`config.mk`:
```
export PLATFORM = sky130hd
export DESIGN_NAME = ps2_key_state_tracker
export DESIGN_NICKNAME = d
export VERILOG_FILES = /design/src/rtl/ps2_key_state_tracker.sv
export SDC_FILE = /design/constraint.sdc
export NUM_CORES = 1
export LEC_CHECK = 0
export CAP_MARGIN = 30
export CELL_PAD_IN_SITES_DETAIL_PLACEMENT = 1
export CELL_PAD_IN_SITES_GLOBAL_PLACEMENT = 1
export CORE_MARGIN = 4
export CORE_UTILIZATION = 50
export CTS_CLUSTER_SIZE = 25
export DETAILED_ROUTE_END_ITERATION = 8
export DONT_BUFFER_PORTS = 1
export HOLD_SLACK_MARGIN = 0.05
export PLACE_DENSITY_LB_ADDON = 0.1
export SYNTH_ARGS = -nofsm -noshare
export SYNTH_HDL_FRONTEND = slang
export SYNTH_SLANG_ARGS = --single-unit
export TNS_END_PERCENT = 50
```
`constraint.sdc`:
```
create_clock -name CLOCK_50 -period 5.3 [get_ports CLOCK_50]
set_clock_uncertainty 0.05 [all_clocks]
set_input_delay 0.53 -clock CLOCK_50 [delete_from_list [all_inputs] [get_ports CLOCK_50]]
set_output_delay 0.53 -clock CLOCK_50 [all_outputs]
set_load 0.03 [all_outputs]
```
`src/rtl/ps2_key_state_tracker.sv`:
```
// ps2_key_state_tracker
// Deserialises the PS/2 keyboard stream into scan-code bytes, decodes the
// make / break / extended prefixes and keeps a bitmap of held piano keys.
//
// Optional build macro: PS2_PARITY_CHECK_EN
//   defined     -> frames with bad odd parity or a low stop bit are dropped
//                  and reported on frame_err.
//   not defined -> parity and stop bits are ignored; frame_err only reports
//                  a mid-frame timeout.
//
// Decoder FSM
//   state        | meaning
//   ST_IDLE      | waiting for a make code or a prefix byte
//   ST_BREAK     | F0 seen, next mapped byte clears its key bit
//   ST_EXT       | E0 seen, extended key (never mapped)
//   ST_EXT_BREAK | E0 F0 seen, swallow the next byte
module ps2_key_state_tracker #(
   parameter int TIMEOUT_CYCLES = 50000,
   parameter int NUM_KEYS       = 16
) (
   input  logic                CLOCK_50,
   input  logic                resetn,
   input  logic                PS2_CLK,
   input  logic                PS2_DAT,
   output logic [NUM_KEYS-1:0] inputStateStorage,
   output logic [7:0]          scancode,
   output logic                scancode_valid,
   output logic                frame_err
);

   localparam int TO_W = $clog2(TIMEOUT_CYCLES + 1);

   typedef enum logic [1:0] {
      ST_IDLE,
      ST_BREAK,
      ST_EXT,
      ST_EXT_BREAK
   } dec_state_t;

   logic            clk_s1, clk_s2, clk_s3;
   logic            dat_s1, dat_s2;
   logic            ps2_fall;

   logic [3:0]      bit_cnt;
   logic [9:0]      shift_reg;
   logic [TO_W-1:0] to_cnt;
   logic            frame_ok;

   dec_state_t      dec_state;
   logic            key_hit;
   logic [3:0]      key_idx;
   logic            key_set;
   logic            key_clr;
   logic [NUM_KEYS-1:0] key_mask;

   // Two-flop synchronisers plus a history flop on the clock for edge detect
   always_ff @(posedge CLOCK_50 or negedge resetn) begin
      if (!resetn) begin
         clk_s1 <= 1'b1;
         clk_s2 <= 1'b1;
         clk_s3 <= 1'b1;
         dat_s1 <= 1'b1;
         dat_s2 <= 1'b1;
      end else begin
         clk_s1 <= PS2_CLK;
         clk_s2 <= clk_s1;
         clk_s3 <= clk_s2;
         dat_s1 <= PS2_DAT;
         dat_s2 <= dat_s1;
      end
   end

   assign ps2_fall = clk_s3 & ~clk_s2;

   // Frame acceptance; shift_reg holds start, data[7:0], parity in bits 0..9
   // and the stop bit is still on dat_s2 when this is evaluated.
`ifdef PS2_PARITY_CHECK_EN
   always_comb begin
      frame_ok = ~shift_reg[0] & (^shift_reg[9:1]) & dat_s2;
   end
`else
   always_comb begin
      frame_ok = ~shift_reg[0];
   end
`endif

   // Receiver: bit counter, shift register, inactivity timer and pulses
   always_ff @(posedge CLOCK_50 or negedge resetn) begin
      if (!resetn) begin
         bit_cnt        <= 4'd0;
         shift_reg      <= 10'd0;
         to_cnt         <= '0;
         scancode       <= 8'h00;
         scancode_valid <= 1'b0;
         frame_err      <= 1'b0;
      end else begin
         scancode_valid <= 1'b0;
         frame_err      <= 1'b0;
         if (ps2_fall) begin
            to_cnt <= TO_W'(TIMEOUT_CYCLES);
            if (bit_cnt == 4'd0) begin
               // A high start bit is noise: stay aligned on bit 0
               if (!dat_s2) begin
                  shift_reg <= {dat_s2, shift_reg[9:1]};
                  bit_cnt   <= 4'd1;
               end
            end else if (bit_cnt == 4'd10) begin
               bit_cnt <= 4'd0;
               if (frame_ok) begin
                  scancode       <= shift_reg[8:1];
                  scancode_valid <= 1'b1;
               end else begin
                  frame_err <= 1'b1;
               end
            end else begin
               shift_reg <= {dat_s2, shift_reg[9:1]};
               bit_cnt   <= bit_cnt + 4'd1;
            end
         end else if (bit_cnt != 4'd0) begin
            // Down-counter reloaded on every edge; terminal count abandons frame
            if (to_cnt <= TO_W'(1)) begin
               bit_cnt   <= 4'd0;
               frame_err <= 1'b1;
               to_cnt    <= '0;
            end else begin
               to_cnt <= to_cnt - TO_W'(1);
            end
         end
      end
   end

   // Scan code to key index lookup
   always_comb begin
      key_hit = 1'b1;
      key_idx = 4'd0;
      case (scancode)
         8'h29:   key_idx = 4'd0;
         8'h5D:   key_idx = 4'd1;
         8'h1C:   key_idx = 4'd2;
         8'h1B:   key_idx = 4'd3;
         8'h23:   key_idx = 4'd4;
         8'h2B:   key_idx = 4'd5;
         8'h34:   key_idx = 4'd6;
         8'h33:   key_idx = 4'd7;
         8'h3B:   key_idx = 4'd8;
         8'h42:   key_idx = 4'd9;
         8'h4B:   key_idx = 4'd10;
         8'h1D:   key_idx = 4'd11;
         8'h24:   key_idx = 4'd12;
         8'h2C:   key_idx = 4'd13;
         8'h35:   key_idx = 4'd14;
         8'h3C:   key_idx = 4'd15;
         default: key_hit = 1'b0;
      endcase
   end

   // Decoder FSM; emits a registered set/clear command for the bitmap
   always_ff @(posedge CLOCK_50 or negedge resetn) begin
      if (!resetn) begin
         dec_state <= ST_IDLE;
         key_set   <= 1'b0;
         key_clr   <= 1'b0;
         key_mask  <= '0;
      end else begin
         key_set <= 1'b0;
         key_clr <= 1'b0;
         if (scancode_valid) begin
            key_mask <= NUM_KEYS'(1) << key_idx;
            case (dec_state)
               ST_IDLE: begin
                  if (scancode == 8'hF0) begin
                     dec_state <= ST_BREAK;
                  end else if (scancode == 8'hE0) begin
                     dec_state <= ST_EXT;
                  end else if (key_hit) begin
                     key_set <= 1'b1;
                  end
               end
               ST_BREAK: begin
                  key_clr   <= key_hit;
                  dec_state <= ST_IDLE;
               end
               ST_EXT: begin
                  dec_state <= (scancode == 8'hF0) ? ST_EXT_BREAK : ST_IDLE;
               end
               ST_EXT_BREAK: begin
                  dec_state <= ST_IDLE;
               end
               default: dec_state <= ST_IDLE;
            endcase
         end
      end
   end

   // Held-key bitmap; repeated makes and stray breaks are naturally no-ops
   always_ff @(posedge CLOCK_50 or negedge resetn) begin
      if (!resetn) begin
         inputStateStorage <= '0;
      end else if (key_set) begin
         inputStateStorage <= inputStateStorage | key_mask;
      end else if (key_clr) begin
         inputStateStorage <= inputStateStorage & ~key_mask;
      end
   end

endmodule

```
==> summary.md <==
| Metric | Value |
|---|---|
| Setup TNS | 0 ns |
| Met1 WL | 4.225 mm |
| Quantity of hold-fixing buffers added after cts | 2 |
| Setup Buffers After CTS | 0 |
| Worst Path Required | roughly 5.5 ns |
| Fraction of layout cells with a size suffix above 1 | roughly an eighth |
| Most frequent cells in the layout | 76 x dfrtp_1, 62 x nand2_1, 21 x inv_1, 21 x nor2_1, 16 x a22o_1 |
| Number of global-route vias before repair | between 2000 and 3000 |
| GP Congestion | ~0.8 |
| Yosys warns | 0 |
| Max Slew Vio Count | 0 |
| Max H-tree Level | 3 |
| Critical path class | reg2reg |
| Status | complete, no violations |
| Power, Total | 0.001539 W |
| GRT overflow | 0 |
| Min-delay src | PS2_DAT |
| Die area | a little over 9000 sq um |
| Final ANT Viol Nets | 0 |
| Syn Nets | about 390 |
| Die H | roughly 96 microns |
| Highest clock rate | between 400 and 500 MHz |
| Synth Cell Area | 3882 sq um |
| Reg2reg path depth | 5 |
| Main synth FF type | dfrtp_1 |
| Hold Path Depth | 0 |
| #FFs+latches synth | 81 |
| RSZ-0062 raised after global routing | false |
| Met2 routed WL | about 4.4 mm |
| Clock-pin slew on the worst setup and hold paths | around 0.08 ns |
| Final setup violation count | 0 |
| Number of vias per cell | 6.058 |
| Drt initial violations | about 160 |
| Yosys cell types | 67 |
| Drt pass-1 iters | 4 |
| Register area share after synthesis | between 50% and 60% |
| Area of the multi-input gates | 1679 sq um |
| Die outline width | 96.12 microns |
| Setup ws final | between 2 and 3 ns |
| Routed WL | about 9.3 mm |
| Synth Area per Inst | 10.24 sq um |
| Layout Nets | a little under 400 |
| Bufs on Longest Clock Path | 2 |
| Slew of the pin with the lowest slew margin | 0.8882 ns |
| Hold Path Sink | dat_s1$_DFF_PN1_ |
| Num rows | 31 |
| Final hold violation count | 0 |
| Resize count post-CTS | 0 |
| Design Area, Final | approximately 4200 sq um |
| Crit Reg-Reg Endpoint | key_mask[2]$_DFFE_PN0P_ |
| Worst VDD drop | roughly 0.24 mV |
| Max-cap violations | 0 |
| DR top layer | met4 |
| Clock latency at the later pin of the worst-skew pair | about 0.35 ns |
| Placement Cell Area | between 3000 and 4000 sq um |
| Boundary pin count | 30 |
| Initial cell density of the core | a little over half |
| Place WS | 2.801 ns |
| Tmin final | around 2.5 ns |
| Core outline area | approximately 7400 sq um |
| TritonCTS clock tree | yes |
| Drt wl/cell | 19.26 microns |
| Crit path capture type | flop |
| Slew HR | about two fifths |
| Wire length on met3 | a little under 500 microns |
| Area Overhead vs Synth | 7.316% |
| P_leak | between 1.5 and 2 nW |
| CTS Sinks | 81 |
| Cts bufs inserted | 9 |
| Critical path data arrival time | between 2 and 3 ns |
| Register area | around 2000 sq um |
| IO buf count | 0 |
| All-Layer GR Usage | between 20% and 30% |
| Post-DP HPWL | approximately 6.4 mm |
| Commonest non-fill, non-tap cell in the layout | dfrtp_1 |
| Post-synth ARST share | 100.0% |
| Worst reg2reg path startpoint | scancode[6]$_DFFE_PN0P_ |
| Worst-path fanout max | 9 |
| First-pass GRT wire length | about 16 mm |
| Hold Crit Class | in2reg |
| Post-route clock period utilization | between 40 and 50% |
| DRC errors left | 0 |
| Fillers | a little over 800 |
| Root buffer cell | clkbuf_8 |
| EDFF count, synth | 0 |
| Setup crit start kind | flop |
| Diode count | 0 |
| Vias | around 2900 |
| Cells after Synth | between 300 and 400 |
| Largest net degree at the start of global routing | 82 |
| R2r setup slk | 2.82 ns |
| Initial antenna violation count | 0 |
| Pwr dens | 369.4 nW/um^2 |
logic make-up after synthesis:
group	count (synthesis)	synth area share, %
adder cells (fa/ha/maj)	5	1.611
flip-flops	81	52.37
AO/OA/AOI/OAI	90	17.14
buffers and inverters	40	4.383
multiplexers	11	3.126
XOR/XNOR	6	1.354
AND/OR/NAND/NOR	146	20.01
routing by layer:
layer	vias up	GRT usage, %
li1	1355	-
met1	1481	30.58
met2	68	35.54
met3	10	5.238
met4	0	5.687
met5	-	0
how the worst max path moves through the flow:
| stage | start | end |
|---|---|---|
| finish | scancode[6]$_DFFE_PN0P_ | key_mask[2]$_DFFE_PN0P_ |
| global route | scancode[6]$_DFFE_PN0P_ | key_mask[2]$_DFFE_PN0P_ |
| CTS | scancode[6]$_DFFE_PN0P_ | key_mask[2]$_DFFE_PN0P_ |
| detailed placement | scancode[6]$_DFFE_PN0P_ | key_mask[2]$_DFFE_PN0P_ |
| global placement | scancode[0]$_DFFE_PN0P_ | key_mask[3]$_DFFE_PN0P_ |
| floorplan | scancode[5]$_DFFE_PN0P_ | key_mask[11]$_DFFE_PN0P_ |
worst max-delay path, cell delays in order (launching register included):
cell	delay [ns]
dfrtp_1	0.71
nor2_1	0.22
and2_1	0.23
a211oi_1	0.47
nand3_1	0.28
o32ai_1	0.40
Yosys cell counts (all sizes together) (2+ instances only):
master | count | share of area, %
or3 | 6 | 1.3
nand2 | 63 | 6.3
or2 | 4 | 0.71
nor4 | 4 | 1.0
a21oi | 14 | 1.9
nor2 | 21 | 2.0
nand2b | 6 | 0.97
nor2b | 5 | 0.81
o21ai | 15 | 2.0
mux2i | 2 | 0.52
nor3b | 2 | 0.39
or4b | 3 | 0.87
nand3 | 8 | 1.0
and2 | 4 | 0.71
nand4bb | 2 | 0.58
xnor2 | 4 | 0.90
o211ai | 4 | 0.77
clkbuf | 11 | 1.1
a211oi | 2 | 0.39
dfrtp | 76 | 49
ha | 5 | 1.6
a22o | 16 | 3.6
o32ai | 12 | 2.7
nand4 | 2 | 0.32
o2bb2ai | 6 | 1.4
mux2 | 9 | 2.6
inv | 21 | 2.0
o22ai | 4 | 0.64
nand4b | 3 | 0.68
a32oi | 2 | 0.64
nor3 | 6 | 0.90
or4 | 2 | 0.48
o31ai | 3 | 0.58
a31oi | 3 | 0.48
nand3b | 3 | 0.58
xor2 | 2 | 0.45
dfstp | 5 | 3.4
buf | 7 | 1.2
stage by stage:
stage	instances	utilization (%)	hold WS, ns
after CTS	481	56.24	0.1029
after global placement	463	53.20	0.1864
final	481	56.24	0.1204
after global routing	481	56.24	0.09509
after floorplan	379	-	0.1844
after detailed placement	463	53.20	0.1864
layout make-up:
cell class / count / area share [%]
clock buffers: 11 / 3.153
well taps: 99 / 2.973
clock inverters: 5 / 1.351
flip-flops and latches: 81 / 48.80
repair buffers: 5 / 1.441
inverters: 22 / 1.982
multi-input cells: 258 / 40.30
report_power, final:
group | total [W] | switching, W | internal (W)
combinational | 0.000318 | 0.000183 | 0.000135
sequential | 0.000782 | 0.0000856 | 0.000696
clock | 0.000439 | 0.000222 | 0.000217
total | 0.00154 | 0.000490 | 0.00105
(Power assumes the default switching activity.)
